==> config.mk <==
export PLATFORM = sky130hd
export DESIGN_NAME = reg_file
export DESIGN_NICKNAME = d
export VERILOG_FILES = /design/src/rtl/reg_file_pkg.sv /design/src/rtl/flag_reg.sv /design/src/rtl/reg_file.sv
export SDC_FILE = /design/constraint.sdc
export NUM_CORES = 1
export LEC_CHECK = 0
export ABC_AREA = 1
export ABC_CLOCK_PERIOD_IN_PS = 2800
export CORE_MARGIN = 4
export CORE_UTILIZATION = 55
export CTS_CLUSTER_SIZE = 40
export DETAILED_ROUTE_END_ITERATION = 8
export GPL_ROUTABILITY_DRIVEN = 0
export HOLD_SLACK_MARGIN = 0.1
export PLACE_DENSITY = 0.78
export SLEW_MARGIN = 30
export SYNTH_ARGS = -nofsm -noshare
export SYNTH_HDL_FRONTEND = slang
export SYNTH_SLANG_ARGS = --single-unit
==> constraint.sdc <==
create_clock -name Clk -period 2.8 [get_ports Clk]
set_input_delay 0.56 -clock Clk [delete_from_list [all_inputs] [get_ports Clk]]
set_output_delay 0.56 -clock Clk [all_outputs]
set_load 0.02 [all_outputs]
==> src/rtl/reg_file_pkg.sv <==
// Shared definitions for the datapath: ALU mnemonics, register-file geometry
// and the status-flag payload.
package reg_file_pkg;

   localparam int unsigned DATA_W = 8;
   localparam int unsigned ADDR_W = 3;
   localparam int unsigned N_REGS = 2 ** ADDR_W;

   typedef enum logic [2:0] {
      OP_ADD = 3'd0,
      OP_SUB = 3'd1,
      OP_AND = 3'd2,
      OP_OR  = 3'd3,
      OP_XOR = 3'd4,
      OP_SHL = 3'd5,
      OP_SHR = 3'd6,
      OP_MOV = 3'd7
   } op_mne;

   typedef struct packed {
      logic zero;
      logic parity;
      logic odd;
   } flags_t;

endpackage

==> src/rtl/flag_reg.sv <==
// ALU status-flag capture: three flops with a shared enable and sync reset.
module flag_reg
   import reg_file_pkg::*;
(
   input  logic   clk,
   input  logic   reset,
   input  logic   we,
   input  flags_t flags_in,
   output flags_t flags_q
);

   always_ff @(posedge clk) begin
      if (reset) begin
         flags_q <= '0;
      end else if (we) begin
         flags_q <= flags_in;
      end
   end

endmodule

==> src/rtl/reg_file.sv <==
// 2**A x W register file with ALU write-back and load write ports, write-through
// read bypass on both read ports, and registered ALU status flags.
module reg_file
   import reg_file_pkg::*;
#(
   parameter int unsigned W = DATA_W,
   parameter int unsigned A = ADDR_W
) (
   input  logic         Clk,
   input  logic         Reset,
   input  logic [A-1:0] RaddrA,
   input  logic [A-1:0] RaddrB,
   input  logic         WriteEn,
   input  logic [A-1:0] Waddr,
   input  logic [W-1:0] DataIn,
   input  logic         LoadEn,
   input  logic [A-1:0] LoadAddr,
   input  logic [W-1:0] LoadData,
   input  logic         FlagWe,
   input  logic         ZeroIn,
   input  logic         ParityIn,
   input  logic         OddIn,
   output logic [W-1:0] DataOutA,
   output logic [W-1:0] DataOutB,
   output logic         ZeroF,
   output logic         ParityF,
   output logic         OddF
);

   localparam int unsigned DEPTH = 2 ** A;

   logic [W-1:0] regs [DEPTH];
   flags_t       flags_in;
   flags_t       flags_q;

   // Load is written after write-back so it wins on an address collision.
   always_ff @(posedge Clk) begin
      if (Reset) begin
         for (int i = 0; i < int'(DEPTH); i++) begin
            regs[i] <= '0;
         end
      end else begin
         if (WriteEn) begin
            regs[Waddr] <= DataIn;
         end
         if (LoadEn) begin
            regs[LoadAddr] <= LoadData;
         end
      end
   end

   // Same priority as the write path; bypass is off while Reset is high.
   always_comb begin
      DataOutA = regs[RaddrA];
      DataOutB = regs[RaddrB];
      if (!Reset) begin
         if (WriteEn && (Waddr == RaddrA)) DataOutA = DataIn;
         if (LoadEn && (LoadAddr == RaddrA)) DataOutA = LoadData;
         if (WriteEn && (Waddr == RaddrB)) DataOutB = DataIn;
         if (LoadEn && (LoadAddr == RaddrB)) DataOutB = LoadData;
      end
   end

   assign flags_in = '{zero: ZeroIn, parity: ParityIn, odd: OddIn};

   flag_reg u_flag_reg (
      .clk      (Clk),
      .reset    (Reset),
      .we       (FlagWe),
      .flags_in (flags_in),
      .flags_q  (flags_q)
   );

   assign ZeroF   = flags_q.zero;
   assign ParityF = flags_q.parity;
   assign OddF    = flags_q.odd;

endmodule

==> metrics.md, run 1 <==
| Metric | Value |
|---|---|
| PwrDens | `463 mW/mm^2` |
| Fin crit share | `0.969` |
| Vias in the first global route | `5,114` |
| Switching share of total power | `0.342` |
| Fmax | `369 MHz` |
| Post-synth net total | `727` |
| Mapped Area | `0.00496 mm^2` |
| Hold-fix buffers at CTS | `0` |
| Cell row count | `34` |
| Crit path max-delay family | `buffers and inverters` |
| Combinational Power Share | `0.273` |
| Largest net degree at the start of global routing | `26` |
| H-tree depth | `3` |
| FF/Latch Area | `0.00198 mm^2` |
| Clock skew | `0 ns` |
| Placed cells | `884` |
| Startpoint type of the worst setup path | `primary input` |
| CTS Root Cell | `clkbuf_8` |
| First-pass GRT wire length | `27,300 um` |
| Max-cap violation count | `0` |
| Kind of critical path | `in2out` |
| Peak supply drop | `426 uV` |
| Final Hold Vio Count | `0` |
| Worst-path clk slew | `0.09 ns` |
| Die width | `103 um` |
| Clk pwr share | `0.303` |
| Max Root-Sink Buffers | `2` |
| Least-Margin Pin Slew | `0.855 ns` |
| Sequential fraction of the synthesis area | `0.400` |
| Detailed-route via count | `5,717` |
| CTS tree | `done` |
| Most common cell on crit path | `nand2_1` |
| Clock sink count | `67` |
| Total CTS buffers | `9` |
| Syn Area/Cell | `7.18 um^2` |
| Final Setup Violations | `0` |
| Status | `complete, but fails checks` |
| Lkg Pwr | `2.86 nW` |
| CP max-delay cell | `dlygate4sd2_1` |
| Arrival @ worst endpoint | `2.15 ns` |
| Hold crit path type | `reg2reg` |
| Cell Chain, Critical Path | `dlygate4sd2_1, buf_4, buf_4, o211ai_1, nand3_1, nand3_1, nand2_1, nand2_1, nand2_1, clkdlybuf4s15_1` |
| P&R area growth vs syn | `23.9%` |
| Fillers | `711` |
| Core area | `0.00876 mm^2` |
| Total grt overflow | `0` |
| Area of the multi-input gates | `0.00241 mm^2` |
| Antenna violations before repair | `0` |
| Hold Slack | `0.524 ns` |
| Failing checks | `DRC` |
| Antenna Nets Post-Route | `0` |
| Cells after Synth | `691` |
| Minimum clock period | `2.71 ns` |
| CP endpoint kind | `output pin` |
| WL/cell | `20.0 um` |
| Iteration-0 DRC Markers | `749` |
| Distinct cells, synth | `25` |
| Clock network latency to the later pin of the worst-skew pair | `0.35 ns` |
| Final nets | `830` |
| CP max stage delay | `0.29 ns` |
| Die area | `0.0106 mm^2` |
| Vert. Die Dim | `103 um` |
| Psw | `973 uW` |
| Yosys warns | `0` |
| GR Util All Layers | `0.346` |
| Final Max Tran Viols | `0` |
| Final WL | `18,200 um` |
| Routed vias/inst | `6.30` |
| First drt pass iteration count | `8` |
| DP Wirelength | `13,100 um` |
| Input/output buffers | `54` |
| Flop pwr share | `0.424` |
| FF+latch count, synth | `67` |
| Core Util, Final | `0.701` |
| Ports | `55` |
| Non-Filler Instances | `907` |
| # DRC | `2` |
| WP buf/inv | `4` |
| Initial core utilization | `0.566` |
| CP Data Required Time | `2.24 ns` |
| Int Power | `1.87 mW` |
| Worst-path fanout max | `8` |
| Rel. slew slack | `0.427` |
| Layout cells sized above 1 | `0.168` |
| Antenna Diode Count | `0` |
| RSZ-0062 raised after global routing | `false` |
==> placed cells by master (no fill, tap or decap), types with 3 or more instances in the layout <==
| master | Yosys | layout |
|---|---|---|
| a21oi_1 | 16 | 16 |
| buf_2 | 10 | 7 |
| buf_4 | 6 | 60 |
| buf_6 | 4 | 4 |
| clkbuf_2 | 0 | 8 |
| clkbuf_8 | 0 | 9 |
| clkdlybuf4s50_1 | 0 | 24 |
| clkinv_1 | 11 | 11 |
| clkinv_4 | 1 | 4 |
| dfxtp_1 | 3 | 3 |
| dlygate4sd2_1 | 0 | 6 |
| dlymetal6s2s_1 | 0 | 6 |
| edfxtp_1 | 64 | 64 |
| inv_1 | 94 | 94 |
| inv_2 | 6 | 6 |
| nand2_1 | 174 | 174 |
| nand2_2 | 13 | 13 |
| nand3_1 | 107 | 106 |
| nor2_1 | 38 | 36 |
| nor2_2 | 6 | 8 |
| o211ai_1 | 29 | 29 |
| o21ai_0 | 19 | 17 |
| o21ai_1 | 9 | 11 |
| o22ai_1 | 64 | 64 |
==> kinds of logic (layout without fill, tap and decap cells) <==
logic type	count (synthesis)	in the layout	synth area share
DFF	67	67	0.400
AOI/OAI and AO/OA	140	140	0.174
xor gates and xnor gates	2	2	0.00353
buffers and inverters	140	247	0.120
and+or+nand+nor	342	343	0.302
==> power groups by stage <==
stage               clock network [mW]  registers (mW)  logic, mW
global placement                     0            1.22      0.746
CTS                              0.843            1.21      0.760
detailed placement                   0            1.23      0.761
floorplan                            0            1.22      0.438
global route                     0.893            1.21      0.831
finish                           0.862            1.21      0.777
==> cell usage after synthesis, drive strengths merged <==
| cell | number | area [um^2] |
|---|---|---|
| nand2 | 188 | 746 |
| nand3 | 107 | 536 |
| buf | 20 | 140 |
| nor3 | 1 | 16.3 |
| nor2 | 46 | 203 |
| o22ai | 64 | 400 |
| o211ai | 29 | 218 |
| xor2 | 2 | 17.5 |
| clkinv | 12 | 50.1 |
| edfxtp | 64 | 1920 |
| o21ai | 28 | 140 |
| inv | 100 | 375 |
| a21oi | 19 | 106 |
| dfxtp | 3 | 60.1 |
| clkbuf | 8 | 30.0 |
==> registers in the layout (all words and copies together), names as in the netlist <==
| signal | flops |
|---|---|
| u_flag_reg.flags_q | 3 |
| regs | 64 |
==> routing by layer <==
layer / wire, um / track usage
met2: 7490 / 0.501
met4: 1060 / 0.160
met5: 0 / 0
met1: 6430 / 0.482
met3: 3190 / 0.0920
==> worst register-to-register path: cells and delay by family, from the launching register on <==
family	cells	cell delay, ns
flops	1	0.32
simple gates	1	0.06
compound gates	1	0.16
==> stage by stage <==
step / setup TNS [ns] / instance area, um^2 / setup WS (ns) / power, mW
2_1_floorplan: 0 / 4960 / 0.620 / 1.66
3_3_place_gp: -6.62 / 5920 / -0.501 / 1.97
3_5_place_dp: -7.32 / 5920 / -0.559 / 1.99
4_1_cts: 0 / 6180 / 0.0106 / 2.81
5_1_grt: 0 / 6150 / 0.0276 / 2.94
6_report: 0 / 6150 / 0.0876 / 2.85
==> path summary, 6_finish.rpt <==
path | start | endpoint | slack (ns) | cells past startpoint
hold reg to reg | u_flag_reg.flags_q[0] | u_flag_reg.flags_q[0] | 0.52 | 2
setup reg to reg | u_flag_reg.flags_q[1] | u_flag_reg.flags_q[1] | 2.16 | 2
hold / removal | u_flag_reg.flags_q[0] | u_flag_reg.flags_q[0] | 0.52 | 2
setup / recovery | RaddrB[0] | DataOutB[5] | 0.09 | 10
==> repair_timing <==
| action | in CTS | in global routing |
|---|---|---|
| pin swaps | 5 | 4 |
| gates resized for setup | 56 | 24 |
| endpoints found under the setup margin | 16 | 16 |
| cloned | 1 | 0 |
| buffers inserted | 5 | 1 |
==> final cells by class <==
| class | instances | share of cell area |
|---|---|---|
| clock buffer | 10 | 0.0208 |
| multi-input combinational | 485 | 0.392 |
| tap | 108 | 0.0220 |
| sequential | 67 | 0.322 |
| timing repair buffer | 119 | 0.161 |
| clock inverter | 6 | 0.0120 |
| inverter | 112 | 0.0692 |
(Power assumes the default switching activity.)
==> inputs of run 2 (changes only) <==
--- a/config.mk
+++ b/config.mk
@@ -12,6 +12,7 @@
 export CTS_CLUSTER_SIZE = 40
 export DETAILED_ROUTE_END_ITERATION = 8
 export GPL_ROUTABILITY_DRIVEN = 0
+export GPL_TIMING_DRIVEN = 1
 export HOLD_SLACK_MARGIN = 0.1
 export PLACE_DENSITY = 0.78
 export SLEW_MARGIN = 30
==> results of run 2 <==
The final DEF is identical to that of run 1; final timing and power are the same.
==> inputs of run 3 (changes only) <==
--- a/config.mk
+++ b/config.mk
@@ -12,7 +12,7 @@
 export CTS_CLUSTER_SIZE = 40
 export DETAILED_ROUTE_END_ITERATION = 8
 export GPL_ROUTABILITY_DRIVEN = 0
-export GPL_TIMING_DRIVEN = 1
+export GPL_TIMING_DRIVEN = 0
 export HOLD_SLACK_MARGIN = 0.1
 export PLACE_DENSITY = 0.78
 export SLEW_MARGIN = 30
==> metrics.md, run 3 (synthesis results as in run 1) <==
| Metric | Value |
|---|---|
| Setup_tns | `0 ns` |
| Die area | `0.0106 mm^2` |
| Lkg Pwr | `2.67 nW` |
| Peak supply drop | `371 uV` |
| First-pass GRT wire length | `27,900 um` |
| Input/output buffers | `49` |
| Cell row count | `34` |
| Vert. Die Dim | `103 um` |
| CTS Root Cell | `clkbuf_8` |
| Rel. slew slack | `0.510` |
| Fin crit share | `0.995` |
| Core area | `0.00876 mm^2` |
| Kind of critical path | `in2out` |
| Max FFs per register | `64` |
| Startpoint type of the worst setup path | `primary input` |
| Arrival @ worst endpoint | `2.23 ns` |
| Fillers | `716` |
| Die width | `103 um` |
| Routed vias/inst | `6.66` |
| Top reg by flops | `regs` |
| Worst-path clk slew | `0.09 ns` |
| Largest net degree at the start of global routing | `13` |
| Clock network latency to the later pin of the worst-skew pair | `0.37 ns` |
| Ports | `55` |
| Worst-path fanout max | `10` |
| Hold crit path type | `reg2reg` |
| Final nets | `799` |
| DP Wirelength | `13,100 um` |
| Commonest non-fill, non-tap cell in the layout | `nand2_1` |
| Antenna violations before repair | `0` |
| H-tree depth | `3` |
| Final WL | `19,000 um` |
| FF-to-FF path depth | `2` |
| Non-Filler Instances | `876` |
| Max Root-Sink Buffers | `2` |
| Minimum clock period | `2.79 ns` |
| Area of the multi-input gates | `0.00242 mm^2` |
| Antenna Nets Post-Route | `0` |
| Status | `complete, but fails checks` |
| Total CTS buffers | `9` |
| Hold Slack | `0.509 ns` |
| Total grt overflow | `0` |
| PwrDens | `488 mW/mm^2` |
| Iteration-0 DRC Markers | `1,097` |
| Failing checks | `DRC` |
| CP endpoint kind | `output pin` |
| Antenna Diode Count | `0` |
| Biggest regs | `regs x64, u_flag_reg.flags_q x3` |
| Final Setup Violations | `0` |
| CP Data Required Time | `2.24 ns` |
| Final Max Tran Viols | `0` |
| Vias in the first global route | `5,146` |
| Clock sink count | `67` |
| Detailed-route via count | `5,833` |
| Most frequent cells in the layout | `nand2_1, nand3_1, inv_1` |
| Fmax | `359 MHz` |
| Initial core utilization | `0.566` |
| # DRC | `3` |
| GR Util All Layers | `0.358` |
| First drt pass iteration count | `9` |
| WL/cell | `21.7 um` |
| P&R area growth vs syn | `20.2%` |
| Hold-fix buffers at CTS | `0` |
| Least-Margin Pin Slew | `0.732 ns` |
| Worst hold stages | `2` |
| Layout cells sized above 1 | `0.146` |
| FF/Latch Area | `0.00198 mm^2` |
| Final Hold Vio Count | `0` |
| Placed cells | `848` |
| Clock skew | `0 ns` |
| Max-cap violation count | `0` |
| CTS tree | `done` |
## run 3: changes by cell type in the layout (fill, tap and decap cells not counted), moves of 3 or more
cell,previous run,this run
clkinvlp_4,0,8
nor2_2,8,5
clkdlybuf4s15_1,1,5
clkinv_2,0,6
clkinv_1,11,1
dlymetal6s2s_1,6,2
clkbuf_1,1,5
buf_4,60,15
clkbuf_2,8,13
## run 3: worst max-delay path, stage by stage
cell and delay (ns):
buf_4 0.15, clkbuf_1 0.50, o211ai_1 0.22, nand3_1 0.22, nand3_1 0.11, nand2_1 0.07, nand2_1 0.04, nand2_1 0.05
clkdlybuf4s15_1 0.29
## run 3: timing repair
action,4_1_cts,5_1_grt
buffers inserted,10,2
cloned,0,0
resized for setup,55,32
pin swaps,5,5
setup endpoints to repair,16,16
## run 3: layer usage
layer / part of all wire / global-route usage
met5: 0 / 0
met4: 0.079 / 0.212
met3: 0.18 / 0.131
met2: 0.40 / 0.505
met1: 0.35 / 0.468
## run 3: layout make-up
cell class,instances,share of cell area
multi-input cells,484,0.406
flip-flops and latches,67,0.332
repair buffers,61,0.0955
inverters,112,0.0762
plain buffers,28,0.0306
well taps,108,0.0227
clock buffers,9,0.0208
clock inverters,7,0.0155
## run 3: power by group
group          switching (mW)  leakage, nW  total (mW)  internal, mW
Clock                   0.428        0.103       0.926         0.498
Combinational           0.521         1.93       0.777         0.256
Sequential             0.0326        0.644        1.21          1.17
## run 3: worst paths after layout
| kind | from | endpoint | slack [ns] |
|---|---|---|---|
| hold reg to reg | u_flag_reg.flags_q[2] | u_flag_reg.flags_q[2] | 0.51 |
| setup reg to reg | u_flag_reg.flags_q[0] | u_flag_reg.flags_q[0] | 2.17 |
| setup / recovery | RaddrB[1] | DataOutB[1] | 0.01 |
| hold / removal | u_flag_reg.flags_q[2] | u_flag_reg.flags_q[2] | 0.51 |
## run 3: stage by stage
stage / util / setup slack [ns] / cell area [um^2] / total power, mW
CTS: 0.677 / -0.00144 / 5930 / 2.84
finish: 0.680 / 0.0127 / 5960 / 2.91
floorplan: - / 0.620 / 4960 / 1.66
global route: 0.680 / -0.0119 / 5960 / 3.00
global placement: 0.637 / -0.583 / 5590 / 1.93
detailed placement: 0.637 / -0.583 / 5590 / 1.94
